--- src/rtl/byte_inc_job_sched.sv ---
// Round-robin job scheduler sharing one byte_inc engine between REQ_CNT requesters.
// Optional watchdog on WAIT_DONE enabled by macro BYTE_INC_SCHED_WDOG_EN.
module byte_inc_job_sched #(
  parameter int REQ_CNT    = 4,
  parameter int ADDR_WIDTH = 10,
  parameter int BUSY_WAIT  = 4
) (
  input  logic                          clk_i,
  input  logic                          srst_i,
  input  logic [REQ_CNT-1:0]            req_valid_i,
  output logic [REQ_CNT-1:0]            req_ready_o,
  input  logic [REQ_CNT*ADDR_WIDTH-1:0] req_base_addr_i,
  input  logic [REQ_CNT*ADDR_WIDTH-1:0] req_length_i,
  output logic [REQ_CNT-1:0]            done_o,
  output logic [REQ_CNT-1:0]            err_o,
  output logic                          busy_o,
  output logic                          eng_run_o,
  output logic [ADDR_WIDTH-1:0]         eng_base_addr_o,
  output logic [ADDR_WIDTH-1:0]         eng_length_o,
  input  logic                          eng_waitrequest_i
);

  localparam int PTR_W = (REQ_CNT > 1) ? $clog2(REQ_CNT) : 1;
  localparam int BW_W  = $clog2(BUSY_WAIT + 1);

  typedef enum logic [2:0] {
    ST_IDLE      = 3'd0,
    ST_ISSUE     = 3'd1,
    ST_WAIT_BUSY = 3'd2,
    ST_WAIT_DONE = 3'd3,
    ST_DONE      = 3'd4,
    ST_ERR       = 3'd5
  } state_t;

  state_t                               state_q, state_d;
  logic [REQ_CNT-1:0]                   slot_full_q, slot_full_d;
  logic [REQ_CNT-1:0][ADDR_WIDTH-1:0]   slot_base_q, slot_base_d;
  logic [REQ_CNT-1:0][ADDR_WIDTH-1:0]   slot_len_q, slot_len_d;
  logic [PTR_W-1:0]                     ptr_q, ptr_d;
  logic [PTR_W-1:0]                     grant_q, grant_d;
  logic [BW_W-1:0]                      bw_cnt_q, bw_cnt_d;
  logic [REQ_CNT-1:0]                   done_q, done_d;
  logic                                 busy_q, busy_d;
  logic                                 run_q, run_d;
  logic [ADDR_WIDTH-1:0]                eng_base_q, eng_base_d;
  logic [ADDR_WIDTH-1:0]                eng_len_q, eng_len_d;
  logic                                 arb_found_s;
  logic [PTR_W-1:0]                     arb_idx_s;
  logic [PTR_W-1:0]                     arb_next_s;
`ifdef BYTE_INC_SCHED_WDOG_EN
  logic [15:0]                          wd_cnt_q, wd_cnt_d;
  logic [REQ_CNT-1:0]                   err_q, err_d;
`endif

  // Round-robin search over registered full slots, starting at the pointer.
  always_comb begin
    logic [PTR_W-1:0] idx_v;
    arb_found_s = 1'b0;
    arb_idx_s   = '0;
    idx_v       = '0;
    for (int k = 0; k < REQ_CNT; k++) begin
      idx_v = PTR_W'((int'(ptr_q) + k) % REQ_CNT);
      if (!arb_found_s && slot_full_q[idx_v]) begin
        arb_found_s = 1'b1;
        arb_idx_s   = idx_v;
      end else begin
        arb_found_s = arb_found_s;
      end
    end
    arb_next_s = PTR_W'((int'(arb_idx_s) + 1) % REQ_CNT);
  end

  // Slot capture, job FSM next state and registered output values.
  always_comb begin
    state_d     = state_q;
    slot_full_d = slot_full_q;
    slot_base_d = slot_base_q;
    slot_len_d  = slot_len_q;
    ptr_d       = ptr_q;
    grant_d     = grant_q;
    bw_cnt_d    = bw_cnt_q;
    eng_base_d  = eng_base_q;
    eng_len_d   = eng_len_q;
    done_d      = '0;
`ifdef BYTE_INC_SCHED_WDOG_EN
    wd_cnt_d    = 16'h0000;
    err_d       = '0;
`endif

    for (int i = 0; i < REQ_CNT; i++) begin
      if (req_valid_i[i] && !slot_full_q[i]) begin
        slot_full_d[i] = 1'b1;
        slot_base_d[i] = req_base_addr_i[i*ADDR_WIDTH +: ADDR_WIDTH];
        slot_len_d[i]  = req_length_i[i*ADDR_WIDTH +: ADDR_WIDTH];
      end else begin
        slot_full_d[i] = slot_full_d[i];
      end
    end

    case (state_q)
      ST_IDLE: begin
        if (arb_found_s) begin
          grant_d = arb_idx_s;
          ptr_d   = arb_next_s;
          // Zero-length jobs complete without touching the engine.
          if (slot_len_q[arb_idx_s] == '0) begin
            state_d = ST_DONE;
          end else begin
            eng_base_d = slot_base_q[arb_idx_s];
            eng_len_d  = slot_len_q[arb_idx_s];
            state_d    = ST_ISSUE;
          end
        end else begin
          state_d = ST_IDLE;
        end
      end
      ST_ISSUE: begin
        if (!eng_waitrequest_i) begin
          state_d  = ST_WAIT_BUSY;
          bw_cnt_d = '0;
        end else begin
          state_d = ST_ISSUE;
        end
      end
      ST_WAIT_BUSY: begin
        // An engine that never raises waitrequest is treated as finished.
        if (eng_waitrequest_i) begin
          state_d = ST_WAIT_DONE;
        end else if (bw_cnt_q == BW_W'(BUSY_WAIT - 1)) begin
          state_d = ST_DONE;
        end else begin
          bw_cnt_d = bw_cnt_q + BW_W'(1);
        end
      end
      ST_WAIT_DONE: begin
`ifdef BYTE_INC_SCHED_WDOG_EN
        if (!eng_waitrequest_i) begin
          state_d = ST_DONE;
        end else if (wd_cnt_q == 16'hFFFF) begin
          state_d = ST_ERR;
        end else begin
          wd_cnt_d = wd_cnt_q + 16'h0001;
        end
`else
        if (!eng_waitrequest_i) begin
          state_d = ST_DONE;
        end else begin
          state_d = ST_WAIT_DONE;
        end
`endif
      end
      ST_DONE, ST_ERR: begin
        slot_full_d[grant_q] = 1'b0;
        state_d              = ST_IDLE;
      end
      default: begin
        state_d = ST_IDLE;
      end
    endcase

    run_d  = (state_d == ST_ISSUE);
    busy_d = (state_d != ST_IDLE);
    done_d[grant_d] = (state_d == ST_DONE);
`ifdef BYTE_INC_SCHED_WDOG_EN
    err_d[grant_d]  = (state_d == ST_ERR);
`endif
  end

  // State and output registers with synchronous reset.
  always_ff @(posedge clk_i) begin
    if (srst_i) begin
      state_q     <= ST_IDLE;
      slot_full_q <= '0;
      slot_base_q <= '0;
      slot_len_q  <= '0;
      ptr_q       <= '0;
      grant_q     <= '0;
      bw_cnt_q    <= '0;
      done_q      <= '0;
      busy_q      <= 1'b0;
      run_q       <= 1'b0;
      eng_base_q  <= '0;
      eng_len_q   <= '0;
`ifdef BYTE_INC_SCHED_WDOG_EN
      wd_cnt_q    <= 16'h0000;
      err_q       <= '0;
`endif
    end else begin
      state_q     <= state_d;
      slot_full_q <= slot_full_d;
      slot_base_q <= slot_base_d;
      slot_len_q  <= slot_len_d;
      ptr_q       <= ptr_d;
      grant_q     <= grant_d;
      bw_cnt_q    <= bw_cnt_d;
      done_q      <= done_d;
      busy_q      <= busy_d;
      run_q       <= run_d;
      eng_base_q  <= eng_base_d;
      eng_len_q   <= eng_len_d;
`ifdef BYTE_INC_SCHED_WDOG_EN
      wd_cnt_q    <= wd_cnt_d;
      err_q       <= err_d;
`endif
    end
  end

  assign req_ready_o     = ~slot_full_q;
  assign done_o          = done_q;
  assign busy_o          = busy_q;
  assign eng_run_o       = run_q;
  assign eng_base_addr_o = eng_base_q;
  assign eng_length_o    = eng_len_q;
`ifdef BYTE_INC_SCHED_WDOG_EN
  assign err_o           = err_q;
`else
  assign err_o           = '0;
`endif

endmodule
--- config.mk ---
export PLATFORM = sky130hd
export DESIGN_NAME = byte_inc_job_sched
export DESIGN_NICKNAME = d
export VERILOG_FILES = /design/src/rtl/byte_inc_job_sched.sv
export SDC_FILE = /design/constraint.sdc
export NUM_CORES = 1
export LEC_CHECK = 0
export CORE_MARGIN = 2
export CORE_UTILIZATION = 46
export CTS_BUF_LIST = sky130_fd_sc_hd__clkbuf_8
export CTS_CLUSTER_DIAMETER = 80
export CTS_CLUSTER_SIZE = 10
export DETAILED_ROUTE_END_ITERATION = 16
export PLACE_DENSITY = 0.78
export SKIP_CTS_REPAIR_TIMING = 1
export SLEW_MARGIN = 10
export SYNTH_ARGS = -nofsm -noshare
export SYNTH_HDL_FRONTEND = slang
export SYNTH_SLANG_ARGS = --single-unit
--- constraint.sdc ---
create_clock -name clk_i -period 2.88 [get_ports clk_i]
set_clock_uncertainty 0.2 [all_clocks]
set_input_delay 0.432 -clock clk_i [delete_from_list [all_inputs] [get_ports clk_i]]
set_output_delay 0.432 -clock clk_i [all_outputs]
set_load 0.02 [all_outputs]
==> implementation parameters, run 1 <==
Parameter                              Value

Outcome
  Run status    finished, final reports clean

Yosys
  Sequential share of the synthesized area    47.22%
  Warning count from the yosys run    0
  Main synth FF type    sky130_fd_sc_hd__dfxtp_1
  Cell Area, Synth    5087 um^2
  Syn avg cell area    7.571 um^2
  Fraction of registers with async set/reset    0%
  Most frequent cells after synthesis    sky130_fd_sc_hd__nand2_1 (225), sky130_fd_sc_hd__dfxtp_1 (120), sky130_fd_sc_hd__a21oi_1 (104)
  Number of different library cells in the post-synthesis netlist    44
  Flops & latches, synth    120
  Most common cell in the netlist    sky130_fd_sc_hd__nand2_1
  Number of synthesized flops with an enable pin    0
  Main area contributors after synthesis    sky130_fd_sc_hd__dfxtp_1 (47%), sky130_fd_sc_hd__nand2_1 (17%), sky130_fd_sc_hd__a21oi_1 (10%)
  Proportion of netlist area held by the largest area contributor    47.22%
  Cells after Synth    672
  Post-synth top area cell    sky130_fd_sc_hd__dfxtp_1

Route
  Per-cell routed wire length    15.66 um
  Post-DRT Antenna Nets    0
  Count of unresolved DRC violations after routing    0
  Total wire length    14540 um
  Drt first pass iters    5
  Violation count after the first detailed-route iteration    345
  Met3 wirelength from detailed routing    1328 um
  Highest signal layer in the routed design    met4
  Via-to-Cell Ratio    5.432
  Wire length on met1    6292 um
  Met2 wire len    6601 um
  Via Count    5041

Setup path
  Crit Path Category    flop to flop
  FF-to-FF Start    slot_full_q[0]
  Worst Setup SP    slot_full_q[0]
  Cells along the critical path    a21o_1, a21oi_2, o22ai_4, mux4_2, nor4_4, nand4_1, o21a_2, nor3b_1
  Endpoint required time on the critical path    3.04 ns
  Maximum fanout encountered on the critical timing path    6
  Largest stage delay on the critical path    0.60 ns
  Max stage delay cell, worst path    sky130_fd_sc_hd__mux4_2
  Cell class contributing the biggest share of worst-path delay    compound AO/OA/AOI/OAI gates
  Endpoint arrival time on the critical path    2.97 ns
  Number of cell instances on the worst register-to-register path    8
  Count of buffering cells on the critical path with inverters included    0
  Cell depth of the worst setup path    8
  Critical path endpoint category    flop
  Startpoint type of the worst setup path    flop

Timing
  Slew Viols, Final    0
  Post-Route Setup TNS    0 ns
  Number of endpoints failing setup at the final stage    0
  Remaining max-slew budget at the tightest pin    48.01%
  Final worst setup slack    0.06149 ns
  Unrepaired setup endpoints after global routing    true
  Final hold violation count    0
  Achievable clock frequency    354.8 MHz
  Slew at the pin closest to its max-slew limit    0.7780 ns
  Final worst-path cycle share    97.87%
  Time the worst path needs with I/O delays and setup    2.819 ns

Global route
  Total global routing track utilization    25.14%
  Maximum number of pins on one net before global-route repair    64
  Global-route congestion overflow total    0
  Number of global-route vias before repair    4776
  First-pass GRT wire length    23090 um
  Antenna violations before repair    0

Floorplan
  Number of top-level design ports    121
  Num rows    38
  Overall die width    109.2 um
  Area of the core    10790 um^2
  Total Die Area    11920 um^2
  Die boundary height    109.2 um
  Initial Util    47.14%

Clocking
  Root Buffer Master    sky130_fd_sc_hd__clkbuf_8
  H-Tree Level Count    4
  TritonCTS clock tree    yes
  TritonCTS buffer count    17
  Clock sink total    120
  Reg clk slew, reported paths    0.08 ns
  Insertion delay to the later sink of the worst-skew pair    0.43 ns
  Buffers from clock root to sink, at most    2

Cells and area
  Area Overhead vs Synth    33.20%
  Antenna Cells    0
  Number of nets in the final layout    864
  Final design instance area without fill    6777 um^2
  Non-Filler Instances    928
  Share of cells above drive strength 1    9.391%

Placement
  Weighted congestion reported at the end of routability-driven placement    0.9572
  Dpl cell area    6337 um^2
  Worst slack, placed    -0.08405 ns
  Total placed cells including tap cells    894
  Final HPWL DP    10490 um
  IO buf count    116

Min path
  Type of the most critical hold path    flop to flop
  Startpoint of the worst hold path    slot_len_q[4]
  Hold Crit Depth    2

Power
  Worst vdd ir    348.5 uV
  Static leakage power    2.530 nW
  Power per Cell Area    735.0 nW/um^2

Job
  Maximum capacitance violations    0
-- kinds of logic (layout without fill, tap and decap cells) --
group | after synthesis | count (layout) | share of synthesized area, %
AND/OR/NAND/NOR | 303 | 303 | 24.82
AO/OA/AOI/OAI | 174 | 174 | 19.33
flip-flops | 120 | 120 | 47.22
buffers and inverters | 66 | 179 | 5.853
multiplexers | 5 | 5 | 2.041
adder cells (fa/ha/maj) | 2 | 2 | 0.4918
other | 1 | 4 | 0.07371
XOR/XNOR | 1 | 1 | 0.1722
-- metrics by stage --
step	hold WS, ns	power (mW)	util [%]
detailed placement	0.2441	3.486	58.72
global route	0.2745	5.221	62.79
finish	0.2528	4.981	62.79
global placement	0.2373	3.440	58.72
CTS	0.2555	4.921	62.27
floorplan	0.2315	2.908	-
-- power by group --
group          internal (mW)  switching, mW  leakage [nW]
Combinational          0.628          0.925          1.35
Clock                  0.779          0.670         0.193
Sequential              1.84          0.135         0.985
-- final timing paths --
kind	endpoint	slack, ns
max reg2reg	done_o[2]	0.06
min reg2reg	slot_len_q[4]	0.25
min	slot_len_q[4]	0.25
max	done_o[2]	0.06
-- area by class of cell --
cell class	instances	area (um^2)
Clock buffer	18	247.7
Multi-Input combinational cell	489	2436
Clock inverter	14	135.1
Sequential cell	120	2409
Inverter	9	33.78
Tap cell	140	175.2
Timing Repair Buffer	138	1340
Fill cell	902	4016
-- worst register-to-register path: stages, from the launching register on --
cell,delay (ns)
sky130_fd_sc_hd__dfxtp_4,0.37
sky130_fd_sc_hd__a21o_1,0.14
sky130_fd_sc_hd__a21oi_2,0.09
sky130_fd_sc_hd__o22ai_4,0.29
sky130_fd_sc_hd__mux4_2,0.60
sky130_fd_sc_hd__nor4_4,0.33
sky130_fd_sc_hd__nand4_1,0.24
sky130_fd_sc_hd__o21a_2,0.30
sky130_fd_sc_hd__nor3b_1,0.19
-- per-layer routing --
layer  up-vias  global-route usage, %
met1      2293                  32.96
met3        32                  6.934
li1       2463                      -
met2       253                  39.62
met5         -                      0
met4         0                  9.158
-- placed cells by master, fill, tap and decap left out, types with 4 or more instances in the layout --
cell / Yosys / layout
sky130_fd_sc_hd__o2111ai_1: 10 / 9
sky130_fd_sc_hd__mux4_2: 3 / 4
sky130_fd_sc_hd__clkdlybuf4s50_1: 0 / 115
sky130_fd_sc_hd__a21oi_2: 4 / 5
sky130_fd_sc_hd__clkinv_2: 0 / 4
sky130_fd_sc_hd__nor2_1: 14 / 13
sky130_fd_sc_hd__nand3_1: 41 / 41
sky130_fd_sc_hd__a211oi_1: 5 / 5
sky130_fd_sc_hd__buf_4: 4 / 21
sky130_fd_sc_hd__dfxtp_1: 120 / 117
sky130_fd_sc_hd__nand2_1: 225 / 225
sky130_fd_sc_hd__clkinvlp_4: 0 / 4
sky130_fd_sc_hd__o21ai_0: 17 / 17
sky130_fd_sc_hd__a21oi_1: 104 / 103
sky130_fd_sc_hd__clkbuf_8: 0 / 18
sky130_fd_sc_hd__inv_1: 9 / 11
sky130_fd_sc_hd__o21ai_1: 18 / 18
sky130_fd_sc_hd__conb_1: 1 / 4
sky130_fd_sc_hd__nor2b_1: 6 / 6
-- sequential cells by signal, indices dropped and copies added, names as in the netlist, 2 cells and up --
name,cells
slot_base_q,40
eng_base_addr_o,10
state_q,3
grant_q,2
slot_full_q,4
bw_cnt_q,3
ptr_q,2
slot_len_q,40
eng_length_o,10
done_o,4
Power figures use the tool's default switching activity.
==> run 2: changes to the inputs <==
--- a/config.mk
+++ b/config.mk
@@ -11,7 +11,8 @@
 export CTS_CLUSTER_DIAMETER = 80
 export CTS_CLUSTER_SIZE = 10
 export DETAILED_ROUTE_END_ITERATION = 16
-export PLACE_DENSITY = 0.78
+export MAX_ROUTING_LAYER = met4
+export PLACE_DENSITY = 0.77
 export SKIP_CTS_REPAIR_TIMING = 1
 export SLEW_MARGIN = 10
 export SYNTH_ARGS = -nofsm -noshare
==> run 2 against run 1 <==
Compared with the run above:
- sequential share of layout area fell by 1.1 points
- via count grew 2.4%
- critical path depth up 2
- first-iteration DRC count increased by 14%
- clock power rose by 15%
- final area up 3.1%
- clock-buffer cell count is 1 higher
- combinational power rose by 9.7%
- hold slack worse by 0.021 ns
- critical endpoint is now done_o[1]
==> implementation parameters, run 2 (synthesis results as in run 1) <==
Parameter                              Value

Cells and area
  Registers with the most flip-flops    slot_base_q (40), slot_len_q (40)
  End-of-flow core utilization    64.72% (+1.9 points)
  Share of cells above drive strength 1    11.64% (+2.2 points)
  Number of nets in the final layout    875 (+1.3%)
  Commonest non-fill, non-tap cells in the layout    sky130_fd_sc_hd__nand2_1 (225), sky130_fd_sc_hd__dfxtp_1 (117), sky130_fd_sc_hd__clkdlybuf4s50_1 (115), sky130_fd_sc_hd__a21oi_1 (103), sky130_fd_sc_hd__nand3_1 (41)
  Most common cell after layout, fill and taps aside    sky130_fd_sc_hd__nand2_1
  Antenna Cells    0 (unchanged)
  Area Overhead vs Synth    37.31%

Clocking
  Clock sink total    120 (unchanged)
  Reg clk slew, reported paths    0.08 ns (about the same)
  Root Buffer Master    sky130_fd_sc_hd__clkbuf_8
  TritonCTS buffer count    17 (unchanged)
  Insertion delay to the later sink of the worst-skew pair    0.44 ns (about the same)
  Buffers from clock root to sink, at most    2 (unchanged)
  TritonCTS clock tree    yes
  H-Tree Level Count    4 (unchanged)

Route
  Post-DRT Antenna Nets    0 (unchanged)
  Total wire length    15020 um (+3.3%)
  Via-to-Cell Ratio    5.497 (+1.2%)
  Violation count after the first detailed-route iteration    395 (+14%)
  Via Count    5162 (+2.4%)
  Per-cell routed wire length    16.00 um (+2.1%)
  Drt first pass iters    5 (unchanged)
  Count of unresolved DRC violations after routing    0 (unchanged)

Setup path
  Critical path endpoint category    flop
  Endpoint required time on the critical path    3.05 ns (about the same)
  Crit Path Category    flop to flop
  Endpoint arrival time on the critical path    3.04 ns (+0.07 ns)
  FF-to-FF Start    slot_full_q[0]
  Worst reg2reg setup slack    0.02 ns (-0.05 ns)
  Maximum fanout encountered on the critical timing path    5 (-1)
  Startpoint type of the worst setup path    flop
  End of the worst register-to-register path    done_o[1]
  Number of cell instances on the worst register-to-register path    10 (+2)

Min path
  Hold Crit Depth    2 (unchanged)
  Type of the most critical hold path    input port to flop
  Worst hold endpoint    grant_q[1]
  Startpoint of the worst hold path    srst_i

Placement
  Final HPWL DP    10520 um (+0.33%)
  IO buf count    116 (unchanged)
  Weighted congestion reported at the end of routability-driven placement    0.9391 (-1.9%)
  Worst slack, placed    -0.09185 ns (-0.007800 ns)

Floorplan
  Initial Util    47.14% (unchanged)
  Num rows    38 (unchanged)
  Number of top-level design ports    121 (unchanged)
  Overall die width    109.2 um (unchanged)
  Total Die Area    11920 um^2 (unchanged)
  Die boundary height    109.2 um (unchanged)
  Area of the core    10790 um^2 (unchanged)

Global route
  Global-route congestion overflow total    0 (unchanged)
  Maximum number of pins on one net before global-route repair    69 (+7.8%)
  Total global routing track utilization    25.90% (+0.76 points)
  Number of global-route vias before repair    4731 (-0.94%)
  GRT met2 Usage    40.02% (+0.40 points)
  Met1 track demand over resource in global routing    34.23% (+1.3 points)
  Gr busiest metal    met2
  First-pass GRT wire length    22980 um (-0.45%)
  Global routing met3 resource utilization    5.738% (-1.2 points)
  Antenna violations before repair    0 (unchanged)

Power
  Worst vdd ir    403.3 uV (+16%)
  Part of the power in registers    36.9% (-2.8 points)
  Switching power share of the total    33.95% (-0.81 points)
  Clk pwr share    31.3% (+2.2 points)
  Static leakage power    2.630 nW (+3.9%)
  Switching power    1.814 mW (+4.8%)
  Internal cell power    3.530 mW (+8.6%)
  Power per Cell Area    765.1 nW/um^2 (+4.1%)
  Logic pwr share    31.8% (+0.6 points)

Timing
  Number of endpoints failing setup at the final stage    0 (unchanged)
  Final worst-path cycle share    99.47% (+1.6 points)
  Final hold violation count    0 (unchanged)
  Slew at the pin closest to its max-slew limit    0.8452 ns (+0.06719 ns)
  Post-Route Setup TNS    0 ns (unchanged)
  Final worst setup slack    0.01540 ns (-0.04608 ns)
  Remaining max-slew budget at the tightest pin    43.52% (-4.5 points)
  Post-route worst hold slack    0.2323 ns (-0.02050 ns)
  Slew Viols, Final    0 (unchanged)
  Time the worst path needs with I/O delays and setup    2.865 ns (+0.04608 ns)
  Achievable clock frequency    349.1 MHz (-1.6%)

Outcome
  Run status    finished, final reports clean

Job
  Maximum capacitance violations    0 (unchanged)
run 2: worst max-delay path by stage:
stage	startpoint	to	slack (ns)	depth (start not counted)
after floorplan	ptr_q[1]	eng_base_addr_o[0]	0.18	10
after global placement	slot_full_q[0]	done_o[2]	0.1	9
after detailed placement	slot_full_q[0]	done_o[1]	-0.09	9
after CTS	slot_full_q[0]	done_o[2]	-0.1	9
after global routing	ptr_q[1]	eng_base_addr_o[6]	-0.02	12
final	slot_full_q[0]	done_o[1]	0.02	10
run 2: layer usage:
| metal | share of wire [%] | vias to the layer above | wire (um) |
|---|---|---|---|
| met2 | 46 | 259 | 6969 |
| met5 | 0 | - | 0 |
| li1 | - | 2493 | - |
| met4 | 1.4 | 0 | 207 |
| met3 | 8.8 | 22 | 1319 |
| met1 | 43 | 2388 | 6525 |
run 2: worst max-delay path: stages (launching register included):
cell                      delay [ns]
sky130_fd_sc_hd__dfxtp_4        0.36
sky130_fd_sc_hd__a21o_1         0.13
sky130_fd_sc_hd__a21oi_2        0.08
sky130_fd_sc_hd__o22ai_4        0.25
sky130_fd_sc_hd__buf_8          0.14
sky130_fd_sc_hd__mux4_2         0.54
sky130_fd_sc_hd__nor4_4         0.36
sky130_fd_sc_hd__nand4_1        0.16
sky130_fd_sc_hd__buf_6          0.17
sky130_fd_sc_hd__o21a_4         0.23
sky130_fd_sc_hd__nor3b_2        0.17
run 2: final cells by class:
class,instances,area [um^2]
Clock buffer,19,261.5
Clock inverter,13,177.7
Fill cell,907,3807
Inverter,9,33.78
Multi-Input combinational cell,490,2495
Sequential cell,120,2409
Tap cell,140,175.2
Timing Repair Buffer,148,1434
run 2: stage by stage:
stage,std cells,instance area [um^2],total power [mW]
after detailed placement,895,6345,3.484
final,939,6985,5.344
after global routing,939,6985,5.564
after global placement,895,6345,3.437
after CTS,927,6784,5.126
after floorplan,675,5099,2.908
run 2: power groups by stage:
stage | Sequential [mW] | Clock (mW) | Combinational (mW)
after CTS | 1.97 | 1.67 | 1.49
after detailed placement | 2.00 | 0 | 1.48
after floorplan | 2.05 | 0 | 0.859
after global routing | 1.99 | 1.75 | 1.83
after global placement | 2.00 | 0 | 1.44
final | 1.97 | 1.67 | 1.70
==> run 3: changes to the inputs <==
--- a/config.mk
+++ b/config.mk
@@ -5,6 +5,7 @@
 export SDC_FILE = /design/constraint.sdc
 export NUM_CORES = 1
 export LEC_CHECK = 0
+export CAP_MARGIN = 20
 export CORE_MARGIN = 2
 export CORE_UTILIZATION = 46
 export CTS_BUF_LIST = sky130_fd_sc_hd__clkbuf_8
@@ -13,7 +14,6 @@
 export DETAILED_ROUTE_END_ITERATION = 16
 export MAX_ROUTING_LAYER = met4
 export PLACE_DENSITY = 0.77
-export SKIP_CTS_REPAIR_TIMING = 1
 export SLEW_MARGIN = 10
 export SYNTH_ARGS = -nofsm -noshare
 export SYNTH_HDL_FRONTEND = slang
==> run 3 against run 2 <==
Compared with the run above:
- the flow now finishes with violations (setup timing)
- final area grew 0.18%
- die area stayed put
- global-route usage is 0.052 points higher
- total power grew 0.68%
- hold slack gained 0.0030 ns
- critical path depth is the same
- largest power group unchanged
- highest routed layer unchanged
- sequential share of layout area shrank 0.080 points
- non-clock buffer count decreased by 1
- clock-buffer cell count unchanged
- critical path type unchanged
- largest cell class unchanged
- sequential power about the same
==> implementation parameters, run 3 (synthesis results as in run 1) <==
Parameter                              Value

Power
  Total Power Consumption    5.381 mW (+0.68%)
  Logic pwr share    32.1% (+0.3 points)
  Internal cell power    3.535 mW (+0.13%)
  Switching power    1.846 mW (+1.8%)
  Worst vdd ir    403.1 uV (about the same)
  Static leakage power    2.629 nW (about the same)
  Switching power share of the total    34.31% (+0.36 points)
  Power per Cell Area    768.9 nW/um^2 (+0.50%)
  Part of the power in registers    36.7% (-0.2 points)
  Clk pwr share    31.2% (about the same)

Timing
  Number of endpoints failing setup at the final stage    8 (+8)
  Final worst-path cycle share    101.1% (+1.7 points)
  Remaining max-slew budget at the tightest pin    41.37% (-2.2 points)
  Achievable clock frequency    343.3 MHz (-1.7%)
  Post-route worst hold slack    0.2353 ns (+0.003002 ns)
  Slew Viols, Final    0 (unchanged)
  Time the worst path needs with I/O delays and setup    2.913 ns (+0.04833 ns)
  Final hold violation count    0 (unchanged)
  Slew at the pin closest to its max-slew limit    0.8774 ns (+0.03219 ns)
  Final worst setup slack    -0.03293 ns (-0.04833 ns)

Setup path
  Endpoint arrival time on the critical path    3.09 ns (+0.05 ns)
  Largest stage delay on the critical path    0.54 ns (about the same)
  Endpoint required time on the critical path    3.06 ns (about the same)
  End point of the critical path    done_o[1]
  Max stage delay cell, worst path    sky130_fd_sc_hd__mux4_2
  Worst Setup SP    slot_full_q[0]
  FF-to-FF Start    slot_full_q[0]
  End of the worst register-to-register path    done_o[1]
  Crit Path Category    flop to flop
  Startpoint type of the worst setup path    flop
  Number of cell instances on the worst register-to-register path    10 (unchanged)
  Critical path endpoint category    flop
  Cells along the critical path    a21o_1, a21oi_2, o22ai_4, buf_8, mux4_2, nor4_4, nand4_1, buf_6, o21a_4, nor3b_2
  Maximum fanout encountered on the critical timing path    5 (unchanged)
  Worst reg2reg setup slack    -0.03 ns (-0.05 ns)

Cells and area
  Number of nets in the final layout    875 (unchanged)
  Commonest non-fill, non-tap cells in the layout    sky130_fd_sc_hd__nand2_1 (225), sky130_fd_sc_hd__dfxtp_1 (118), sky130_fd_sc_hd__clkdlybuf4s50_1 (115), sky130_fd_sc_hd__a21oi_1 (103), sky130_fd_sc_hd__nand3_1 (41)
  Share of cells above drive strength 1    11.76% (+0.13 points)
  Antenna Cells    0 (unchanged)
  Area Overhead vs Synth    37.56%
  Most common cell after layout, fill and taps aside    sky130_fd_sc_hd__nand2_1
  Registers with the most flip-flops    slot_base_q (40), slot_len_q (40)

Global route
  First-pass GRT wire length    23040 um (+0.24%)
  Global-route congestion overflow total    0 (unchanged)
  Antenna violations before repair    0 (unchanged)
  Maximum number of pins on one net before global-route repair    69 (unchanged)
  Total global routing track utilization    25.95% (+0.052 points)
  Number of global-route vias before repair    4731 (unchanged)

Floorplan
  Area of the core    10790 um^2 (unchanged)
  Die boundary height    109.2 um (unchanged)
  Total Die Area    11920 um^2 (unchanged)
  Initial Util    47.14% (unchanged)
  Overall die width    109.2 um (unchanged)
  Num rows    38 (unchanged)
  Number of top-level design ports    121 (unchanged)

Clocking
  Hold buffers post-CTS    0
  TritonCTS buffer count    17 (unchanged)
  Insertion delay to the later sink of the worst-skew pair    0.44 ns (about the same)
  TritonCTS clock tree    yes
  Reg clk slew, reported paths    0.07 ns (about the same)
  Buffers from clock root to sink, at most    2 (unchanged)
  Clock sink total    120 (unchanged)
  Root Buffer Master    sky130_fd_sc_hd__clkbuf_8
  H-Tree Level Count    4 (unchanged)

Route
  Via Count    5231 (+1.3%)
  Per-cell routed wire length    16.40 um (+2.5%)
  Drt first pass iters    5 (unchanged)
  Count of unresolved DRC violations after routing    0 (unchanged)
  Post-DRT Antenna Nets    0 (unchanged)
  Violation count after the first detailed-route iteration    431 (+9.1%)
  Total wire length    15400 um (+2.5%)
  Via-to-Cell Ratio    5.571 (+1.3%)

Job
  Maximum capacitance violations    0 (unchanged)

Outcome
  Failing checks    setup timing
  Run status    finished with violations

Placement
  Final HPWL DP    10520 um (unchanged)
  Worst slack, placed    -0.09185 ns (unchanged)
  Weighted congestion reported at the end of routability-driven placement    0.9391 (unchanged)
  IO buf count    116 (unchanged)

Min path
  Type of the most critical hold path    input port to flop
==> run 3: cell types whose count changed in the layout (fill, tap and decap cells not counted), sizes merged <==
| cell | before | now |
|---|---|---|
| and4 | 2 | 3 |
| buf | 33 | 32 |
==> run 3: cell type report <==
type / instances / area (um^2)
clock buffers: 19 / 261.5
clock inverters: 13 / 177.7
fillers: 903 / 3795
inverters: 9 / 33.78
multi-input cells: 491 / 2516
flip-flops and latches: 120 / 2407
well taps: 140 / 175.2
repair buffers: 147 / 1426
==> run 3: layer usage <==
layer	GRT usage [%]	part of all wire, %	up-vias
li1	-	-	2498
met1	34.34	42	2423
met2	40.24	47	284
met3	5.678	10	26
met4	6.960	1.2	0
met5	-	0	-
==> run 3: what timing repair did <==
| item | 4_1_cts | 5_1_grt |
|---|---|---|
| gates cloned | 0 | 3 |
| setup buffers | 0 | 9 |
| resized for setup | 2 | 28 |
| endpoints found under the setup margin | 23 | 26 |
| pin swaps | 0 | 10 |
==> run 3: how the worst min path moves through the flow <==
stage,from,to,cells past startpoint
4_1_cts,srst_i,grant_q[1],2
5_1_grt,srst_i,grant_q[1],2
6_report,srst_i,grant_q[1],2
3_3_place_gp,bw_cnt_q[2],bw_cnt_q[2],2
2_1_floorplan,slot_len_q[2],slot_len_q[2],2
3_5_place_dp,slot_base_q[18],slot_base_q[18],2
==> run 3: power by group through the flow <==
stage	combinational, mW	sequential, mW	clock, mW
after floorplan	0.859	2.05	0
after CTS	1.50	1.97	1.67
after detailed placement	1.48	2.00	0
after global routing	1.85	1.99	1.75
final	1.73	1.98	1.68
after global placement	1.44	2.00	0
==> run 3: metrics by stage <==
step | setup TNS [ns] | utilization, % | instance area, um^2 | instances
after floorplan | 0 | - | 5099 | 675
after global placement | 0 | 58.79 | 6345 | 895
after detailed placement | -1.249 | 58.79 | 6345 | 895
after CTS | 0 | 62.96 | 6795 | 927
after global routing | -0.8203 | 64.84 | 6998 | 939
final | -0.1450 | 64.84 | 6998 | 939
==> run 3: worst max-delay path, delay by kind of cell (launching register included) <==
kind | cells | cell delay (ns)
and+or+nand+nor | 3 | 0.71
DFF | 1 | 0.37
AOI/OAI and AO/OA | 4 | 0.70
muxes | 1 | 0.54
buffers and inverters | 2 | 0.31
